--- src/rtl/lsq_dmem_arbiter_if.sv ---
// lsq_dmem_arbiter_if
//   Bundles the LSQ-side request/response handshakes and the data-cache port
//   of lsq_dmem_arbiter.
//   slave  : arbiter view (takes requests, drives responses and the cache request)
//   master : environment view (LSQ plus data cache)
//   Signals:
//     ld_req_*  : load request handshake plus addr/rmask/tag payload
//     st_req_*  : committed-store request handshake plus addr/wmask/wdata payload
//     ld_resp_* : load completion (valid pulse, data, tag)
//     st_done   : store-written pulse
//     dmem_*    : cache request (addr/masks/wdata) and response (rdata/resp)
interface lsq_dmem_arbiter_if #(
  parameter int TAG_WIDTH = 6
) ();
  logic                 ld_req_valid;
  logic                 ld_req_ready;
  logic [31:0]          ld_req_addr;
  logic [3:0]           ld_req_rmask;
  logic [TAG_WIDTH-1:0] ld_req_tag;

  logic                 st_req_valid;
  logic                 st_req_ready;
  logic [31:0]          st_req_addr;
  logic [3:0]           st_req_wmask;
  logic [31:0]          st_req_wdata;

  logic                 ld_resp_valid;
  logic [31:0]          ld_resp_rdata;
  logic [TAG_WIDTH-1:0] ld_resp_tag;
  logic                 st_done;

  logic [31:0]          dmem_addr;
  logic [3:0]           dmem_rmask;
  logic [3:0]           dmem_wmask;
  logic [31:0]          dmem_wdata;
  logic [31:0]          dmem_rdata;
  logic                 dmem_resp;

  modport slave (
    input  ld_req_valid, ld_req_addr, ld_req_rmask, ld_req_tag,
    output ld_req_ready,
    input  st_req_valid, st_req_addr, st_req_wmask, st_req_wdata,
    output st_req_ready,
    output ld_resp_valid, ld_resp_rdata, ld_resp_tag, st_done,
    output dmem_addr, dmem_rmask, dmem_wmask, dmem_wdata,
    input  dmem_rdata, dmem_resp
  );

  modport master (
    output ld_req_valid, ld_req_addr, ld_req_rmask, ld_req_tag,
    input  ld_req_ready,
    output st_req_valid, st_req_addr, st_req_wmask, st_req_wdata,
    input  st_req_ready,
    input  ld_resp_valid, ld_resp_rdata, ld_resp_tag, st_done,
    input  dmem_addr, dmem_rmask, dmem_wmask, dmem_wdata,
    output dmem_rdata, dmem_resp
  );
endinterface

--- src/rtl/lsq_dmem_arbiter.sv ---
// lsq_dmem_arbiter
//   Shares the single data-memory port between out-of-order load issue and
//   in-order committed-store drain. One transaction is outstanding at a time;
//   stores win ties until a waiting load has lost STARVE_LIMIT times in a row.
//   A branch flush kills a pending load request and any unreturned load data.
//   Ports:
//     clk      : core clock
//     rst_n    : asynchronous active-low reset
//     br_flush : branch flush
//     bus      : request/response handshakes and the dmem_* cache port
//     busy     : a transaction is outstanding
//
//   state   | meaning
//   --------+-----------------------------------------------------------
//   IDLE    | no transaction outstanding; readys may assert
//   LD_WAIT | load issued to the cache, waiting for dmem_resp
//   ST_WAIT | store issued to the cache, waiting for dmem_resp
//   LD_DROP | load killed by a flush, waiting for dmem_resp to discard it
module lsq_dmem_arbiter #(
  parameter int TAG_WIDTH    = 6,
  parameter int STARVE_LIMIT = 4
) (
  input  logic                clk,
  input  logic                rst_n,
  input  logic                br_flush,
  lsq_dmem_arbiter_if.slave   bus,
  output logic                busy
);

  localparam int CNT_W = $clog2(STARVE_LIMIT + 1);
  localparam logic [CNT_W-1:0] STARVE_MAX = CNT_W'(STARVE_LIMIT);

  typedef enum logic [1:0] {
    IDLE    = 2'd0,
    LD_WAIT = 2'd1,
    ST_WAIT = 2'd2,
    LD_DROP = 2'd3
  } state_t;

  state_t               state_q;
  state_t               state_d;
  logic [CNT_W-1:0]     starve_q;
  logic [TAG_WIDTH-1:0] tag_q;
  logic                 ld_pick;
  logic                 ld_go;
  logic                 st_go;

  always_ff @(posedge clk or negedge rst_n) begin
    if (!rst_n) state_q <= IDLE;
    else        state_q <= state_d;
  end

  always_comb begin
    state_d          = state_q;
    ld_pick          = 1'b0;
    bus.ld_req_ready = 1'b0;
    bus.st_req_ready = 1'b0;
    case (state_q)
      IDLE: begin
        // A flushed load never wins; the store then takes the slot even if
        // the load would have been forced through.
        ld_pick = bus.ld_req_valid && !br_flush &&
                  (!bus.st_req_valid || starve_q == STARVE_MAX);
        bus.ld_req_ready = ld_pick;
        bus.st_req_ready = bus.st_req_valid && !ld_pick;
        if (ld_pick)               state_d = LD_WAIT;
        else if (bus.st_req_valid) state_d = ST_WAIT;
      end
      LD_WAIT: begin
        if (bus.dmem_resp)  state_d = IDLE;
        else if (br_flush)  state_d = LD_DROP;
      end
      ST_WAIT: begin
        if (bus.dmem_resp) state_d = IDLE;
      end
      LD_DROP: begin
        if (bus.dmem_resp) state_d = IDLE;
      end
      default: state_d = IDLE;
    endcase
  end

  assign ld_go = bus.ld_req_valid && bus.ld_req_ready;
  assign st_go = bus.st_req_valid && bus.st_req_ready;
  assign busy  = (state_q != IDLE);

  // Counts consecutive store wins over a waiting load. Clearing has
  // priority so a flush always restarts the fairness window.
  always_ff @(posedge clk or negedge rst_n) begin
    if (!rst_n) begin
      starve_q <= '0;
    end else if (br_flush || ld_go) begin
      starve_q <= '0;
    end else if (st_go && bus.ld_req_valid) begin
      if (starve_q != STARVE_MAX) starve_q <= starve_q + 1'b1;
    end else if (state_q == IDLE && !bus.ld_req_valid) begin
      starve_q <= '0;
    end
  end

  // Request side: address/wdata held until the next grant, masks are a
  // single-cycle strobe in the cycle after the grant.
  always_ff @(posedge clk or negedge rst_n) begin
    if (!rst_n) begin
      bus.dmem_addr  <= '0;
      bus.dmem_rmask <= '0;
      bus.dmem_wmask <= '0;
      bus.dmem_wdata <= '0;
      tag_q          <= '0;
    end else begin
      bus.dmem_rmask <= '0;
      bus.dmem_wmask <= '0;
      if (ld_go) begin
        bus.dmem_addr  <= bus.ld_req_addr & 32'hFFFF_FFFC;
        bus.dmem_rmask <= bus.ld_req_rmask;
        tag_q          <= bus.ld_req_tag;
      end else if (st_go) begin
        bus.dmem_addr  <= bus.st_req_addr & 32'hFFFF_FFFC;
        bus.dmem_wmask <= bus.st_req_wmask;
        bus.dmem_wdata <= bus.st_req_wdata;
      end
    end
  end

  // Response side is fully registered so dmem_resp/rdata never reach an
  // output combinationally.
  always_ff @(posedge clk or negedge rst_n) begin
    if (!rst_n) begin
      bus.ld_resp_valid <= 1'b0;
      bus.ld_resp_rdata <= '0;
      bus.ld_resp_tag   <= '0;
      bus.st_done       <= 1'b0;
    end else begin
      bus.ld_resp_valid <= 1'b0;
      bus.st_done       <= 1'b0;
      if (state_q == LD_WAIT && bus.dmem_resp && !br_flush) begin
        bus.ld_resp_valid <= 1'b1;
        bus.ld_resp_rdata <= bus.dmem_rdata;
        bus.ld_resp_tag   <= tag_q;
      end
      if (state_q == ST_WAIT && bus.dmem_resp) begin
        bus.st_done <= 1'b1;
      end
    end
  end

endmodule

--- src/flat_wrapper.sv ---
// flat-port wrapper written by rule: the top's interface ports become plain ports
module lsq_dmem_arbiter_flat 
#(
  parameter int TAG_WIDTH    = 6,
  parameter int STARVE_LIMIT = 4
)
  (clk, rst_n, br_flush, busy, bus_ld_req_valid, bus_ld_req_addr, bus_ld_req_rmask, bus_ld_req_tag, bus_ld_req_ready, bus_st_req_valid, bus_st_req_addr, bus_st_req_wmask, bus_st_req_wdata, bus_st_req_ready, bus_ld_resp_valid, bus_ld_resp_rdata, bus_ld_resp_tag, bus_st_done, bus_dmem_addr, bus_dmem_rmask, bus_dmem_wmask, bus_dmem_wdata, bus_dmem_rdata, bus_dmem_resp);
  lsq_dmem_arbiter_if #(.TAG_WIDTH(TAG_WIDTH)) bus_i ();
  input  logic clk;
  input  logic rst_n;
  input  logic br_flush;
  output logic busy;
  input wire logic [$bits(bus_i.ld_req_valid)-1:0] bus_ld_req_valid;
  input wire logic [$bits(bus_i.ld_req_addr)-1:0] bus_ld_req_addr;
  input wire logic [$bits(bus_i.ld_req_rmask)-1:0] bus_ld_req_rmask;
  input wire logic [$bits(bus_i.ld_req_tag)-1:0] bus_ld_req_tag;
  output wire logic [$bits(bus_i.ld_req_ready)-1:0] bus_ld_req_ready;
  input wire logic [$bits(bus_i.st_req_valid)-1:0] bus_st_req_valid;
  input wire logic [$bits(bus_i.st_req_addr)-1:0] bus_st_req_addr;
  input wire logic [$bits(bus_i.st_req_wmask)-1:0] bus_st_req_wmask;
  input wire logic [$bits(bus_i.st_req_wdata)-1:0] bus_st_req_wdata;
  output wire logic [$bits(bus_i.st_req_ready)-1:0] bus_st_req_ready;
  output wire logic [$bits(bus_i.ld_resp_valid)-1:0] bus_ld_resp_valid;
  output wire logic [$bits(bus_i.ld_resp_rdata)-1:0] bus_ld_resp_rdata;
  output wire logic [$bits(bus_i.ld_resp_tag)-1:0] bus_ld_resp_tag;
  output wire logic [$bits(bus_i.st_done)-1:0] bus_st_done;
  output wire logic [$bits(bus_i.dmem_addr)-1:0] bus_dmem_addr;
  output wire logic [$bits(bus_i.dmem_rmask)-1:0] bus_dmem_rmask;
  output wire logic [$bits(bus_i.dmem_wmask)-1:0] bus_dmem_wmask;
  output wire logic [$bits(bus_i.dmem_wdata)-1:0] bus_dmem_wdata;
  input wire logic [$bits(bus_i.dmem_rdata)-1:0] bus_dmem_rdata;
  input wire logic [$bits(bus_i.dmem_resp)-1:0] bus_dmem_resp;
  assign bus_i.ld_req_valid = bus_ld_req_valid;
  assign bus_i.ld_req_addr = bus_ld_req_addr;
  assign bus_i.ld_req_rmask = bus_ld_req_rmask;
  assign bus_i.ld_req_tag = bus_ld_req_tag;
  assign bus_ld_req_ready = bus_i.ld_req_ready;
  assign bus_i.st_req_valid = bus_st_req_valid;
  assign bus_i.st_req_addr = bus_st_req_addr;
  assign bus_i.st_req_wmask = bus_st_req_wmask;
  assign bus_i.st_req_wdata = bus_st_req_wdata;
  assign bus_st_req_ready = bus_i.st_req_ready;
  assign bus_ld_resp_valid = bus_i.ld_resp_valid;
  assign bus_ld_resp_rdata = bus_i.ld_resp_rdata;
  assign bus_ld_resp_tag = bus_i.ld_resp_tag;
  assign bus_st_done = bus_i.st_done;
  assign bus_dmem_addr = bus_i.dmem_addr;
  assign bus_dmem_rmask = bus_i.dmem_rmask;
  assign bus_dmem_wmask = bus_i.dmem_wmask;
  assign bus_dmem_wdata = bus_i.dmem_wdata;
  assign bus_i.dmem_rdata = bus_dmem_rdata;
  assign bus_i.dmem_resp = bus_dmem_resp;
  lsq_dmem_arbiter #(.TAG_WIDTH(TAG_WIDTH), .STARVE_LIMIT(STARVE_LIMIT)) u_core (.clk(clk), .rst_n(rst_n), .br_flush(br_flush), .bus(bus_i), .busy(busy));
endmodule
--- config.mk ---
export PLATFORM = sky130hd
export DESIGN_NAME = lsq_dmem_arbiter_flat
export DESIGN_NICKNAME = d
export VERILOG_FILES = /design/src/rtl/lsq_dmem_arbiter_if.sv /design/src/rtl/lsq_dmem_arbiter.sv /design/src/flat_wrapper.sv
export SDC_FILE = /design/constraint.sdc
export NUM_CORES = 1
export LEC_CHECK = 0
export CAP_MARGIN = 20
export CORE_MARGIN = 2
export CORE_UTILIZATION = 25
export CTS_CLUSTER_DIAMETER = 40
export DETAILED_ROUTE_END_ITERATION = 16
export SYNTH_ARGS = -nofsm -noshare
export SYNTH_HDL_FRONTEND = slang
export SYNTH_SLANG_ARGS = --single-unit
--- constraint.sdc ---
create_clock -name clk -period 4.3 [get_ports clk]
set_input_delay 0.86 -clock clk [delete_from_list [all_inputs] [get_ports clk]]
set_output_delay 0.86 -clock clk [all_outputs]
set_load 0.02 [all_outputs]
# == After elaboration in Yosys (flattened, before gate mapping) ==
# Cells that the tools add are included.
# op_classes
add_sub_neg,1
n_eq_ne,9
mux,19
n_bitwise,1
n_reduce_logical,24
# op_table
operator,count
$mux W32,2
$mux W3,4
$mux W4,3
$logic_and A1 B1 Y1,10
$mux W2,5
$ne A3 B2 Y1 const B,2
$ne A3 B3 Y1 const B,2
$pmux W2 S3,1
$eq A2 B2 Y1 const B,2
$logic_not A1 Y1,4
$mux W1,4
$reduce_and A2 Y1,2
$reduce_bool A2 Y1,2
$add A3 B1 Y3 const B,1
$eq A3 B3 Y1 const B,1
$reduce_and A3 Y1,1
$reduce_bool A3 Y1,1
$eq A2 B1 Y1 const B,1
$logic_not A2 Y1,1
$logic_or A1 B1 Y1,2
$ne A2 B1 Y1 const B,1
$reduce_or A2 Y1,1
$not A1 Y1,1
# totals
regBits,123
inputBits,148
output_inout_bits,115
elab_cells,65

# == Depth between registers and ports, before layout ==
# Gate-level depths: netlist (run 1).
# depth
ltp_word,10
ltp_mapped,7
mapped_depth_nobuf,5

# == Worst setup path after synthesis (run 1) ==
# OpenSTA, ideal clock, no wires.
# synth_path
path_kind,input to output
from,input bus_st_req_valid
to,output bus_st_req_ready
t_arrival_ns,1.731
required_time_ns,3.440
slack_ns,1.709
stages,4
n_path_buf,2
path_cell_list,or3b_1 buf_4 nor2_8 buf_6
# synth_between
elab_chain_len,6
# synth_lines
item,line,text
start: declaration,flat_wrapper.sv:18,input wire logic [$bits(bus_i.st_req_valid)-1:0] bus_st_req_valid;
$logic_not A1 Y1,lsq_dmem_arbiter.sv:63,(!bus.st_req_valid || starve_q == STARVE_MAX);
$logic_or A1 B1 Y1,lsq_dmem_arbiter.sv:63,
$logic_and A1 B1 Y1,lsq_dmem_arbiter.sv:62,ld_pick = bus.ld_req_valid && !br_flush &&
$logic_not A1 Y1,lsq_dmem_arbiter.sv:65,bus.st_req_ready = bus.st_req_valid && !ld_pick;
$logic_and A1 B1 Y1 *,lsq_dmem_arbiter.sv:65,
$mux W1 *,lsq_dmem_arbiter.sv:58,case (state_q)
end: declaration,flat_wrapper.sv:22,output wire logic [$bits(bus_i.st_req_ready)-1:0] bus_st_req_ready;
# Mark *: on every way between the ends. The rest lies on a longest branch, timed or not.

# == Worst setup path after layout (run 1) ==
# Ends and elaborated chain as after synthesis.

==> results.cfg, run 1 <==
[worst_setup_path]
arrival_ps = 2710
regToRegSetupSlack_ps = 2060
path_cells = clkdlybuf4s50_1 > or3b_1 > nor2_8 > clkdlybuf4s50_1
worst_path_most_repeated_cell = clkdlybuf4s50_1
reg2reg_depth = 4
path_depth = 4
crit_path_start_kind = input port
path_delay_family = buffers and inverters
crit_buf_inv = 2
critPathRequiredTime_ps = 3440
endpoint_kind = primary output
slowest_stage = clkdlybuf4s50_1
crit_fanout = 3
critPathMaxStageDelay_ps = 630
path_class = in2out

[synth]
synth.distinct_cells = 31
synthArstFlopShare = 1.00
ys_ff_latch = 121
synth_largest_area_cell = dfrtp_1
synthCells = 318
synth_warnings = 0
synth_area_um2 = 4930
syn_area_per_cell_um2 = 15.5
ys_seq_area_frac = 0.614
synth_top_area_share = 0.614
synth_edf_count = 0
synth_area_leaders = dfrtp_1 61%, mux2_2 12%, a221o_1 6.3%
synth_ff_type = dfrtp_1

[final_layout]
final_area_um2 = 8320
fin_util = 0.429
antenna_cells = 0
num-fill-cells = 1839
final_common_cell = clkdlybuf4s50_1
drive_gt1_frac = 0.198
fin_nets = 727
final_cell_mix = 255 x clkdlybuf4s50_1, 121 x dfrtp_1, 52 x mux2_2
area_growth_pct = 68.6
stdcell_count = 855

[sta]
relSlewSlack = 0.463
setup-tns-final_ps = 0
skew_ps = 8.74
drv_slew = 0
fmax_mhz = 280
fin_crit_ps = 3570
worst_slew_pin_slew_ps = 805
setup_viol = 0
post-route-period-util = 0.829
rsz0062_at_grt = no
hold_violations = 0

[route]
first_pass_iters = 4
vias = 3750
wl_per_cell_um = 17.4
drt_wl_total_um = 14900
drtIter0Drc = 128
drc_errors = 0
viasPerCell = 4.39
drt.antenna.violating_nets = 0

[global_routing]
grt_usage = 0.140
gr-total-overflow = 0
antenna_found_initial = 0
grt_pass1_vias = 4069
grt_max_degree = 64
grt_pass1_wl_um = 22100

[place]
dpl_cell_area_um2 = 7750
place_congestion = 0.756
hpwl_um = 10600
place_inst = 823
port_buffers = 256

[clock_network]
cts_buffers = 17
cts_sinks = 121
clockRootBuffer = clkbuf_16
htreeDepth = 4
post_cts_buffers = 0
cts-hold-fix-buffers = 0
clockBufferDepth = 2
ctsResizeCount = 0
cts_tree = done
path_clk_slew_ps = 60
clk-insertion-delay-late_ps = 410

[die]
dieWidth_um = 144
die_area_um2 = 20900
io_pins = 263
core-area_um2 = 19400
rows = 51
start_util = 0.254
die_y_um = 144

[worst_hold_path]
min_path_type = reg2reg
worstHoldPathCells = 1

[outcome]
status = complete, no violations

[pwr]
irDropWorstVdd_mv = 0.256
leakage_uw = 0.00346
power.total_uw = 5000
powerDensity_nw_per_um2 = 601

[flow_run]
drv_cap = 0
[power by group]
group          internal (uW)  switching, uW  total [uW]
Combinational           1050            865        1910
Sequential              1510            207        1720
Clock                    828            538        1370
[layout make-up]
cell class / count / area, um2 / area share
flip-flops and latches: 121 / 3030 / 0.364
repair buffers: 263 / 2630 / 0.315
multi-input cells: 170 / 1750 / 0.210
clock buffers: 19 / 453 / 0.0544
well taps: 265 / 332 / 0.0398
clock inverters: 13 / 121 / 0.0146
inverters: 4 / 15.0 / 0.00180
[through the flow]
stage | hold slack [ps] | setup slack (ps)
5_1_grt | 511 | 660
4_1_cts | 488 | 708
3_3_place_gp | 470 | 716
3_5_place_dp | 474 | 720
6_report | 485 | 734
2_1_floorplan | 475 | 1710
[metal layers]
layer	share of wire	track usage
met5	0	0
met4	0.023	0.0659
met1	0.41	0.161
met3	0.053	0.0371
met2	0.52	0.241
[worst paths after layout]
kind	end	from
worst max-delay path	bus_st_req_ready	bus_st_req_valid
worst min-delay path	u_core.bus.dmem_wdata[26]	u_core.bus.dmem_wdata[26]
worst max register to register	u_core.bus.dmem_wdata[29]	u_core.state_q[0]
worst min register to register	u_core.bus.dmem_wdata[26]	u_core.bus.dmem_wdata[26]
max in group asynchronous	u_core.bus.dmem_wdata[1]	rst_n
min in group asynchronous	u_core.bus.ld_resp_rdata[7]	rst_n
[logic make-up (layout without fill, tap and decap cells)]
family          after synthesis  in the layout  share of synthesized area
compound gates               37             37                     0.0751
fa+ha+maj                     2              2                    0.00507
buf+inv                      28            299                     0.0355
flops                       121            121                      0.614
mux                          77             77                      0.191
other cells                   1              2                   0.000760
simple gates                 52             52                     0.0791
[flip-flops by register name, indices dropped and copies added, names as in the netlist]
| name | count |
|---|---|
| u_core.bus.dmem_wmask | 4 |
| u_core.bus.ld_resp_tag | 6 |
| u_core.tag_q | 6 |
| u_core.bus.dmem_addr | 30 |
| u_core.bus.dmem_rmask | 4 |
| u_core.bus.st_done | 1 |
| u_core.starve_q | 3 |
| u_core.state_q | 2 |
| u_core.bus.dmem_wdata | 32 |
| u_core.bus.ld_resp_valid | 1 |
| u_core.bus.ld_resp_rdata | 32 |
[cells in the mapped netlist (3+ instances only)]
cell type  instances
mux2_1             5
nor2_1             3
a221o_1           31
buf_4              4
nor3b_1           31
mux2_4            20
buf_2             12
clkbuf_1           4
dfrtp_1          121
inv_1              4
and2_1             8
mux2_2            52
Power figures use the tool's default switching activity.
==> run 2: changes to the inputs <==
==> constraint.sdc (replaced) <==
create_clock -name clk -period 3.7 [get_ports clk]
set_input_delay 0.74 -clock clk [delete_from_list [all_inputs] [get_ports clk]]
set_output_delay 0.74 -clock clk [all_outputs]
set_load 0.02 [all_outputs]
==> run 2 against run 1 <==
Compared with the run above: clock-buffer cell count is 1 lower; clock power increased by 15%; worst hold slack worse by 19 ps; clock skew hardly changed; routed wire length fell by 1.3%; register-to-register slack got worse by 560 ps; via count is 1.4% lower; utilization decreased by 0.071 points; power is 15% higher; design area fell by 0.17%; sequential cell count unchanged; critical path type unchanged.
==> results.cfg, run 2 (synthesis results as in run 1) <==
[worst_setup_path]
endpoint_kind = primary output
crit_fanout = 3
regToRegSetupSlack_ps = 1500
crit_path_start_kind = input port
critPathRequiredTime_ps = 2960
path_class = in2out
arrival_ps = 2570

[pwr]
irDropWorstVdd_mv = 0.297
powerDensity_nw_per_um2 = 694
leakage_uw = 0.00346

[place]
place_congestion = 0.763
hpwl_um = 10500
port_buffers = 256

[clock_network]
ctsResizeCount = 0
htreeDepth = 4
cts_buffers = 17
clockRootBuffer = clkbuf_16
clk-insertion-delay-late_ps = 410
cts_sinks = 121
path_clk_slew_ps = 60
post_cts_buffers = 0
clockBufferDepth = 2
cts_tree = done
cts-hold-fix-buffers = 0

[final_layout]
final-seq-area_um2 = 3030
area_growth_pct = 68.4
drive_gt1_frac = 0.197
antenna_cells = 0
multiInputGateArea_um2 = 1750
num-fill-cells = 1835
top_regs = u_core.bus.dmem_wdata x32, u_core.bus.ld_resp_rdata x32, u_core.bus.dmem_addr x30
fin_nets = 727
final_common_cell = clkdlybuf4s50_1
final_cell_mix = 255 x clkdlybuf4s50_1, 121 x dfrtp_1, 52 x mux2_2

[route]
first_pass_iters = 4
drc_errors = 0
vias = 3698
drt_wl_total_um = 14700
drt.antenna.violating_nets = 0
viasPerCell = 4.33
drtIter0Drc = 98
wl_per_cell_um = 17.2

[global_routing]
gr-total-overflow = 0
grt_max_degree = 72
grt_pass1_wl_um = 21800
grt_usage = 0.138
antenna_found_initial = 0
grt_pass1_vias = 4007

[flow_run]
drv_cap = 0

[sta]
drv_slew = 0
holdWs_ps = 465
relSlewSlack = 0.359
fmax_mhz = 303
fin_crit_ps = 3310
post-route-period-util = 0.893
setup-tns-final_ps = 0
rsz0062_at_grt = no
hold_violations = 0
worst_slew_pin_slew_ps = 962
setup_viol = 0
skew_ps = 8.73

[die]
core-area_um2 = 19400
io_pins = 263
dieWidth_um = 144
start_util = 0.254
die_area_um2 = 20900
die_y_um = 144
rows = 51

[worst_hold_path]
min_path_type = in2async

[outcome]
status = complete, no violations
-- run 2: cell types whose count changed in the layout (fill, tap and decap cells not counted) --
cell,previous run,this run
clkinv_4,6,3
clkbuf_8,2,1
inv_6,1,4
-- run 2: path summary, 6_finish.rpt --
kind / from / end / cells after the start
min in group clk: u_core.bus.dmem_wdata[24] / u_core.bus.dmem_wdata[24] / 1
setup reg to reg: u_core.state_q[0] / u_core.bus.dmem_wdata[27] / 4
hold reg to reg: u_core.bus.dmem_wdata[24] / u_core.bus.dmem_wdata[24] / 1
setup / recovery: bus_st_req_valid / bus_st_req_ready / 4
hold / removal: rst_n / u_core.bus.dmem_wdata[3] / 1
max in group asynchronous: rst_n / u_core.bus.ld_resp_rdata[8] / 2
-- run 2: critical path, cell delays in order --
cell and delay [ps]:
clkdlybuf4s50_1 550, or3b_1 480, nor2_8 170, clkdlybuf4s50_1 610
-- run 2: report_power, final --
group | internal, uW | switching [uW]
Clock | 944 | 622
Sequential | 1760 | 232
Combinational | 1210 | 997
Total | 3920 | 1850
-- run 2: stage by stage --
stage,instances,setup slack [ps],power (uW),utilization,area [um2]
after floorplan,319,1350,3070,-,4940
after global placement,823,353,4200,0.399,7750
after detailed placement,823,368,4250,0.399,7750
after CTS,854,351,5860,0.428,8310
after global routing,854,320,6070,0.428,8310
final,854,395,5770,0.428,8310
-- run 2: final cells by class --
| type | instances | share of cell area |
|---|---|---|
| well taps | 265 | 0.0399 |
| flip-flops and latches | 121 | 0.364 |
| repair buffers | 263 | 0.316 |
| multi-input cells | 170 | 0.210 |
| clock inverters | 13 | 0.0146 |
| clock buffers | 18 | 0.0529 |
| inverters | 4 | 0.00181 |
-- run 2: layer usage --
metal,wire [um],vias up,share of wire,GRT usage
li1,-,1692,-,-
met2,7800,119,0.53,0.242
met3,846,21,0.058,0.0424
met4,290,0,0.020,0.0588
met5,0,-,0,0
met1,5780,1866,0.39,0.156
